$ cat src/rtl/mc_control.sv
// Multicycle control FSM for the 8-bit RISC-V datapath: sequences fetch through
// write-back for R/I-type ALU ops, lw, sw and beq, stretching memory states on mem_ready.
module mc_control (
  input  logic       clk,
  input  logic       reset,
  input  logic [6:0] opcode,
  input  logic [2:0] funct3,
  input  logic       funct7b5,
  input  logic       zero,
  input  logic       mem_ready,
  output logic       IorD,
  output logic       mem_read,
  output logic       mem_write,
  output logic       IRWrite,
  output logic       PCWrite,
  output logic       PCSource,
  output logic       ALUSrcA,
  output logic [1:0] ALUSrcB,
  output logic [2:0] ALUControl,
  output logic       MemtoReg,
  output logic       RegWrite,
  output logic       illegal_op,
  output logic [3:0] state
);

  typedef enum logic [3:0] {
    S_FETCH    = 4'd0,
    S_DECODE   = 4'd1,
    S_MEMADR   = 4'd2,
    S_MEMREAD  = 4'd3,
    S_MEMWB    = 4'd4,
    S_MEMWRITE = 4'd5,
    S_EXEC_R   = 4'd6,
    S_EXEC_I   = 4'd7,
    S_ALU_WB   = 4'd8,
    S_BRANCH   = 4'd9
  } state_t;

  typedef enum logic [2:0] {
    ALU_ADD = 3'b000,
    ALU_SUB = 3'b001,
    ALU_AND = 3'b010,
    ALU_OR  = 3'b011,
    ALU_XOR = 3'b100,
    ALU_SLT = 3'b101
  } alu_t;

  localparam logic [6:0] OP_LW  = 7'b0000011;
  localparam logic [6:0] OP_SW  = 7'b0100011;
  localparam logic [6:0] OP_R   = 7'b0110011;
  localparam logic [6:0] OP_I   = 7'b0010011;
  localparam logic [6:0] OP_BEQ = 7'b1100011;

  state_t state_q, state_d;
  alu_t   alu_fn;
  logic   fn_ok;
  logic   ill_raw;

  // NOTE: state registers use non-blocking assignments so every flop samples
  // pre-edge values; blocking here would create order-dependent simulation races.
  always_ff @(posedge clk or posedge reset) begin
    if (reset) state_q <= S_FETCH;
    else       state_q <= state_d;
  end

  // funct7b5 only selects SUB for R-type; immediate forms ignore it.
  always_comb begin
    alu_fn = ALU_ADD;
    fn_ok  = 1'b1;
    case (funct3)
      3'b000:  alu_fn = (opcode == OP_R && funct7b5) ? ALU_SUB : ALU_ADD;
      3'b111:  alu_fn = ALU_AND;
      3'b110:  alu_fn = ALU_OR;
      3'b100:  alu_fn = ALU_XOR;
      3'b010:  alu_fn = ALU_SLT;
      default: fn_ok  = 1'b0;
    endcase
  end

  // NOTE: every output and next-state is assigned a default before the case so
  // no path leaves a value unassigned, which would otherwise infer a latch.
  always_comb begin
    state_d    = S_FETCH;
    IorD       = 1'b0;
    mem_read   = 1'b0;
    mem_write  = 1'b0;
    IRWrite    = 1'b0;
    PCWrite    = 1'b0;
    PCSource   = 1'b0;
    ALUSrcA    = 1'b0;
    ALUSrcB    = 2'b00;
    ALUControl = ALU_ADD;
    MemtoReg   = 1'b0;
    RegWrite   = 1'b0;
    ill_raw    = 1'b0;

    case (state_q)
      S_FETCH: begin
        mem_read = 1'b1;
        ALUSrcB  = 2'b01;
        IRWrite  = mem_ready;
        PCWrite  = mem_ready;
        state_d  = mem_ready ? S_DECODE : S_FETCH;
      end
      S_DECODE: begin
        // Branch target is precomputed here while the register file is read.
        ALUSrcB = 2'b10;
        case (opcode)
          OP_LW, OP_SW: state_d = S_MEMADR;
          OP_R:   if (fn_ok) state_d = S_EXEC_R; else ill_raw = 1'b1;
          OP_I:   if (fn_ok) state_d = S_EXEC_I; else ill_raw = 1'b1;
          OP_BEQ: if (funct3 == 3'b000) state_d = S_BRANCH; else ill_raw = 1'b1;
          default: ill_raw = 1'b1;
        endcase
      end
      S_MEMADR: begin
        ALUSrcA = 1'b1;
        ALUSrcB = 2'b10;
        state_d = (opcode == OP_SW) ? S_MEMWRITE : S_MEMREAD;
      end
      S_MEMREAD: begin
        IorD     = 1'b1;
        mem_read = 1'b1;
        state_d  = mem_ready ? S_MEMWB : S_MEMREAD;
      end
      S_MEMWB: begin
        MemtoReg = 1'b1;
        RegWrite = 1'b1;
      end
      S_MEMWRITE: begin
        IorD      = 1'b1;
        mem_write = 1'b1;
        state_d   = mem_ready ? S_FETCH : S_MEMWRITE;
      end
      S_EXEC_R: begin
        ALUSrcA    = 1'b1;
        ALUControl = alu_fn;
        state_d    = S_ALU_WB;
      end
      S_EXEC_I: begin
        ALUSrcA    = 1'b1;
        ALUSrcB    = 2'b10;
        ALUControl = alu_fn;
        state_d    = S_ALU_WB;
      end
      S_ALU_WB: RegWrite = 1'b1;
      S_BRANCH: begin
        ALUSrcA    = 1'b1;
        ALUControl = ALU_SUB;
        PCSource   = 1'b1;
        PCWrite    = zero;
      end
      default: state_d = S_FETCH;
    endcase

    // Reset masks all write/request strobes even though state already reads FETCH.
    if (reset) begin
      mem_read  = 1'b0;
      mem_write = 1'b0;
      IRWrite   = 1'b0;
      PCWrite   = 1'b0;
      RegWrite  = 1'b0;
      ill_raw   = 1'b0;
    end
  end

  assign illegal_op = ill_raw;
  assign state      = state_q;

endmodule
$ cat config.mk
export PLATFORM = sky130hd
export DESIGN_NAME = mc_control
export DESIGN_NICKNAME = d
export VERILOG_FILES = /design/src/rtl/mc_control.sv
export SDC_FILE = /design/constraint.sdc
export NUM_CORES = 1
export LEC_CHECK = 0
export BUFFER_PORTS_ARGS = -buffer_cell sky130_fd_sc_hd__buf_2
export CAP_MARGIN = 25
export CORE_UTILIZATION = 46
export CTS_CLUSTER_DIAMETER = 200
export DETAILED_ROUTE_END_ITERATION = 8
export HOLD_SLACK_MARGIN = 0.06
export MAX_ROUTING_LAYER = met4
export PLACE_DENSITY = 0.82
export SKIP_LAST_GASP = 1
export SLEW_MARGIN = 10
export SYNTH_ARGS = -nofsm -noshare
export SYNTH_HDL_FRONTEND = slang
export SYNTH_SLANG_ARGS = --single-unit
$ cat constraint.sdc
create_clock -name clk -period 2.9 [get_ports clk]
set_input_delay 0 -clock clk [delete_from_list [all_inputs] [get_ports clk]]
set_output_delay 0 -clock clk [all_outputs]
set_load 0.02 [all_outputs]
# Word-level counts from Yosys, hierarchy flattened
# Cells that the tools add are included.
op_classes:
  eq_ne: 18
  n_mux: 33
  reduce_logical: 12
ops:
  columns: ["op", "n"]
  rows:
  - ["$pmux 4 s6", 1]
  - ["$mux 1", 20]
  - ["$eq 4x3->1 const B", 4]
  - ["$pmux 4 s4", 1]
  - ["$mux 3", 5]
  - ["$pmux 3 s5", 1]
  - ["$eq 7x6->1 const B", 2]
  - ["$reduce_or 2->1", 6]
  - ["$eq 3x3->1 const B", 3]
  - ["$eq 4x2->1 const B", 2]
  - ["$eq 4x4->1 const B", 2]
  - ["$eq 7x2->1 const B", 1]
  - ["$eq 7x5->1 const B", 1]
  - ["$eq 7x7->1 const B", 1]
  - ["$pmux 3 s2", 1]
  - ["$reduce_or 5->1", 1]
  - ["$eq 4x1->1 const B", 1]
  - ["$logic_not 4->1", 1]
  - ["$mux 4", 1]
  - ["$pmux 2 s2", 1]
  - ["$reduce_or 4->1", 1]
  - ["$eq 3x2->1 const B", 1]
  - ["$logic_not 3->1", 1]
  - ["$pmux 1 s3", 1]
  - ["other kinds (3)", 3]
word_totals:
  ff_bits: 4
  output_inout_bits: 19

# Longest topological paths before layout
depth:
  depth_word: 7
  mapped_depth: 5

# Worst setup path after synthesis
# OpenSTA, ideal clock, no wires.
synth_path:
  path_kind: "reg-to-output"
  from: "register state_q[1], in the netlist state[1]"
  to: "output IRWrite"
  arrival_ns: 1.485
  required_ns: 2.900
  setup_slack_ns: 1.415
  path_stages_with_launch: 5
  cell_sequence: "dfrtp_1 > buf_6 > nor4_4 > nand2_2 > nor2_1"
synth_between:
  elab_chain_cells: 3
synth_lines:
  columns: ["item", "line_no", "rtl"]
  rows:
  - ["from (decl)", "54", "state_t state_q, state_d;"]
  - ["from (signal assigned)", "63", "else state_q <= state_d;"]
  - ["$logic_not 4->1", "97", "case (state_q)"]
  - ["$mux 1", "97", null]
  - ["$mux 1", "157", "if (reset) begin"]
  - ["to (decl)", "14", "output logic IRWrite,"]
# Every way passes these cells.

# Worst setup path in the final report
layout_path:
  from: "register state_q[0], in the netlist state[0]"
  to: "output PCWrite"
layout_between:
  elab_chain_cells: 3
  word_cells_on_any_way: 4
layout_lines:
  columns: ["item", "line_no", "rtl"]
  rows:
  - ["$eq 4x4->1 or $logic_not 4->1 (tied branches)", "97", null]
  - ["$pmux 1 s2 *", "97", null]
  - ["$mux 1 *", "157", null]
  - ["to (decl)", "15", "output logic PCWrite,"]
# Mark *: on every way between the ends. The rest lies on a longest branch, timed or not.

==> impl_metrics.prom <==
# TYPE chip_impl_metric gauge
chip_impl_info{name="outcome",value="complete, no violations"} 1
chip_impl_metric{name="post_cts.resized_instances",unit=""} 0
chip_impl_metric{name="synthesis.yosys.warnings",unit=""} 0
chip_impl_metric{name="route.detailed.drc",unit=""} 0
chip_impl_metric{name="cts.sinks",unit=""} 4
chip_impl_info{name="holdCritStartpoint",value="opcode[0]"} 1
chip_impl_metric{name="die_width",unit="um"} 38.66
chip_impl_metric{name="netlist-cell-type-count",unit=""} 37
chip_impl_metric{name="power.static_leakage",unit="uW"} 0.0003839
chip_impl_metric{name="iteration_0_drc_count_of_the_detailed_router",unit=""} 26
chip_impl_metric{name="fin_crit",unit="ns"} 1.728
chip_impl_metric{name="ant_nets",unit=""} 0
chip_impl_metric{name="worst_r2r_path_depth",unit=""} 4
chip_impl_metric{name="worst_slew_margin_rel",unit="%"} 62.02
chip_impl_metric{name="grt_max_degree",unit=""} 16
chip_impl_metric{name="synth-async-reset-ratio",unit="%"} 100.0
chip_impl_metric{name="groute.usage.overall",unit="%"} 25.71
chip_impl_metric{name="cts_setup_buffers",unit=""} 0
chip_impl_metric{name="placement_rows",unit=""} 12
chip_impl_metric{name="ctsHoldBuffers",unit=""} 1
chip_impl_info{name="grt_setup_unrepaired",value="no"} 1
chip_impl_metric{name="cts_inserted_buffers",unit=""} 3
chip_impl_metric{name="finalWeightedCongestion",unit=""} 0.8130
chip_impl_metric{name="num-nets-final",unit=""} 126
chip_impl_metric{name="dpl.hpwl",unit="um"} 1305
chip_impl_metric{name="clk_pin_slew",unit="ns"} 0.04
chip_impl_info{name="synth_commonest_cells",value="9 x sky130_fd_sc_hd__nor2_1, 7 x sky130_fd_sc_hd__nand2_1, 6 x sky130_fd_sc_hd__nand2b_1"} 1
chip_impl_info{name="synth_top_area_cell",value="sky130_fd_sc_hd__dfrtp_1"} 1
chip_impl_metric{name="number_of_storage_elements_in_the_synthesis_netlist",unit=""} 4
chip_impl_metric{name="worst-path-buf-inv",unit=""} 2
chip_impl_metric{name="max-clock-path-buffers",unit=""} 2
chip_impl_metric{name="largest_stage_delay_worst_path",unit="ns"} 0.67
chip_impl_info{name="worst-setup-path-type",value="flop to primary output"} 1
chip_impl_metric{name="post-synth-top-area-fraction",unit="%"} 16.19
chip_impl_info{name="timing.critical_path.cells",value="and2b_1, nand3b_2, inv_2, nand2_1, a21oi_2, buf_2"} 1
chip_impl_info{name="crit_path_end_kind",value="primary output"} 1
chip_impl_metric{name="syn_nets",unit=""} 91
chip_impl_info{name="synth_most_common_cell",value="sky130_fd_sc_hd__nor2_1"} 1
chip_impl_metric{name="core_area",unit="mm2"} 0.001171
chip_impl_metric{name="yosysSeqAreaShare",unit="%"} 16.19
chip_impl_info{name="worst_setup_path_startpoint",value="state[0]$_DFF_PP0_"} 1
chip_impl_metric{name="cts_htree_levels",unit=""} 1
chip_impl_metric{name="io_pins",unit=""} 34
chip_impl_metric{name="first_pass_iters",unit=""} 4
chip_impl_metric{name="min_delay_path_depth",unit=""} 3
chip_impl_metric{name="worst_ep_arrival_time",unit="ns"} 1.73
chip_impl_metric{name="buffer_ports.inserted",unit=""} 33
chip_impl_info{name="hold_class",value="input pin to flop"} 1
chip_impl_metric{name="timing_hold_violations_final",unit=""} 0
chip_impl_metric{name="totalWireLength",unit="um"} 1670
chip_impl_metric{name="final_layout_size_suffix_gt1_share",unit="%"} 44.04
chip_impl_info{name="critical-path-slowest-cell",value="sky130_fd_sc_hd__dfrtp_1"} 1
chip_impl_info{name="tritoncts",value="done"} 1
chip_impl_metric{name="worst_hold_slack",unit="ns"} 0.08623
chip_impl_metric{name="detail_route.vias_per_cell",unit=""} 5.610
chip_impl_metric{name="initial_core_util",unit="%"} 52.78
chip_impl_metric{name="worstSkewPairLatency",unit="ns"} 0.24
chip_impl_info{name="path_delay_family",value="flip-flops"} 1
chip_impl_metric{name="max_freq",unit="MHz"} 578.7
chip_impl_metric{name="syn-mean-instance-area",unit="um2"} 8.133
chip_impl_metric{name="post_synth_edffs",unit=""} 0
chip_impl_metric{name="vias",unit=""} 690
chip_impl_info{name="worstReg2RegStart",value="state[0]$_DFF_PP0_"} 1
chip_impl_metric{name="vdd_ir_drop_max",unit="mV"} 0.2551
chip_impl_info{name="setup.worst_path.start_class",value="flop"} 1
chip_impl_metric{name="reg2reg_slack",unit="ns"} 1.42
chip_impl_metric{name="worst-path-max-fanout",unit=""} 13
chip_impl_metric{name="tns",unit="ns"} 0
chip_impl_metric{name="netlist_area",unit="um2"} 618.1
chip_impl_metric{name="antenna_cells_inserted",unit=""} 0
chip_impl_metric{name="chipHeight",unit="um"} 38.66
chip_impl_metric{name="flow.area_growth_from_synthesis",unit="%"} 27.53
chip_impl_metric{name="first_pass_grt_wire_length",unit="um"} 2587
chip_impl_metric{name="antenna_found_initial",unit=""} 0
chip_impl_metric{name="routed_wire_length_per_instance",unit="um"} 13.58
chip_impl_metric{name="netlist_instances",unit=""} 76
chip_impl_metric{name="final_min_period_over_clock_period",unit="%"} 59.58
chip_impl_info{name="critical_path.reg2reg.endpoint",value="state[1]$_DFF_PP0_"} 1
chip_impl_metric{name="worstMarginPinSlew",unit="ns"} 0.5697
chip_impl_metric{name="timing.clock.skew",unit="ns"} 0.009040
chip_impl_metric{name="max_cap_viol_count",unit=""} 0
chip_impl_metric{name="fillerInstances",unit=""} 100
chip_impl_info{name="whs_endpoint",value="state[2]$_DFF_PP0_"} 1
chip_impl_metric{name="vias_in_the_first_global_route",unit=""} 670
chip_impl_metric{name="cp.required",unit="ns"} 2.90
chip_impl_metric{name="drv_slew",unit=""} 0
chip_impl_metric{name="finalSetupViolations",unit=""} 0
chip_impl_info{name="ys_dominant_reg_cell",value="sky130_fd_sc_hd__dfrtp_1"} 1
chip_impl_metric{name="die_area",unit="mm2"} 0.001494
chip_impl_metric{name="grt_remaining_overflow",unit=""} 0
chip_impl_info{name="synth_top_cells_by_area",value="sky130_fd_sc_hd__dfrtp_1 16%, sky130_fd_sc_hd__buf_6 7.3%, sky130_fd_sc_hd__nand2b_1 6.1%"} 1
chip_impl_metric{name="power_density",unit="mW/mm2"} 309.8
chip_impl_metric{name="flip_flop_count_of_the_largest_register_after_layout",unit=""} 4
chip_impl_info{name="clk_root_buffer_cell",value="sky130_fd_sc_hd__clkbuf_4"} 1
through the flow:
step / power, uW / setup slack, ns / cells / utilization (%) / cell area (um2)
6_report: 244.2 / 1.172 / 123 / 67.31 / 788.3
5_1_grt: 261.2 / 1.067 / 123 / 67.31 / 788.3
4_1_cts: 242.9 / 1.173 / 123 / 67.31 / 788.3
3_5_place_dp: 172.0 / 1.428 / 119 / 64.53 / 755.7
3_3_place_gp: 168.1 / 1.493 / 119 / 64.53 / 755.7
2_1_floorplan: 140.1 / 1.415 / 76 / - / 618.1
worst max path at each step:
stage	to	cells after the start	slack, ns
6_report	PCWrite	6	1.17
3_5_place_dp	PCWrite	6	1.43
3_3_place_gp	PCWrite	6	1.49
5_1_grt	PCWrite	6	1.07
4_1_cts	PCWrite	6	1.17
2_1_floorplan	IRWrite	4	1.42
final cells by class:
type / instances / area (um2) / share of cell area (%)
sequential: 4 / 100.1 / 12.70
inverter: 4 / 15.01 / 1.905
tap: 14 / 17.52 / 2.222
multi-input combinational: 64 / 457.9 / 58.10
clock buffer: 3 / 22.52 / 2.857
timing repair buffer: 34 / 175.2 / 22.22
report_power, final:
| group | total [uW] | switching, uW | leakage (uW) | internal [uW] |
|---|---|---|---|---|
| clock | 71.8 | 25.3 | 0.0000138 | 46.5 |
| sequential | 71.8 | 13.2 | 0.0000542 | 58.6 |
| combinational | 101 | 57.0 | 0.000316 | 43.6 |
tightest hold or removal path, cell delays in order:
cell and delay [ns]:
sky130_fd_sc_hd__buf_2 0.10, sky130_fd_sc_hd__nand3_1 0.09, sky130_fd_sc_hd__o21ai_1 0.08
cell usage in the layout (no fill, tap or decap), types with 2 or more instances in the layout:
cell and n:
sky130_fd_sc_hd__a21oi_1 2, sky130_fd_sc_hd__dfrtp_1 4, sky130_fd_sc_hd__o21ai_1 2, sky130_fd_sc_hd__nand2_1 7, sky130_fd_sc_hd__xnor2_1 4, sky130_fd_sc_hd__nor3_1 4, sky130_fd_sc_hd__buf_2 33, sky130_fd_sc_hd__and3_1 2
sky130_fd_sc_hd__inv_1 3, sky130_fd_sc_hd__clkbuf_4 3, sky130_fd_sc_hd__nand2b_1 6, sky130_fd_sc_hd__mux2i_1 3, sky130_fd_sc_hd__nor2_1 9, sky130_fd_sc_hd__nand3b_1 2
cells by family (layout without fill, tap and decap cells):
logic type	Yosys count	count (layout)	synth area share, %
mux	3	3	4.858
flops	4	4	16.19
simple gates	42	42	44.94
buf+inv	8	41	9.715
compound gates	15	15	18.63
xor+xnor	4	4	5.667
routing by layer:
metal  up-vias  part of all wire, %  global-route usage, %
met4         0                  1.1                  11.21
li1        338                    -                      -
met5         -                    0                      -
met2        32                   52                  49.58
met3         4                  6.2                  4.046
met1       316                   40                  24.65
No activity file was read; power rests on OpenSTA's default activity.
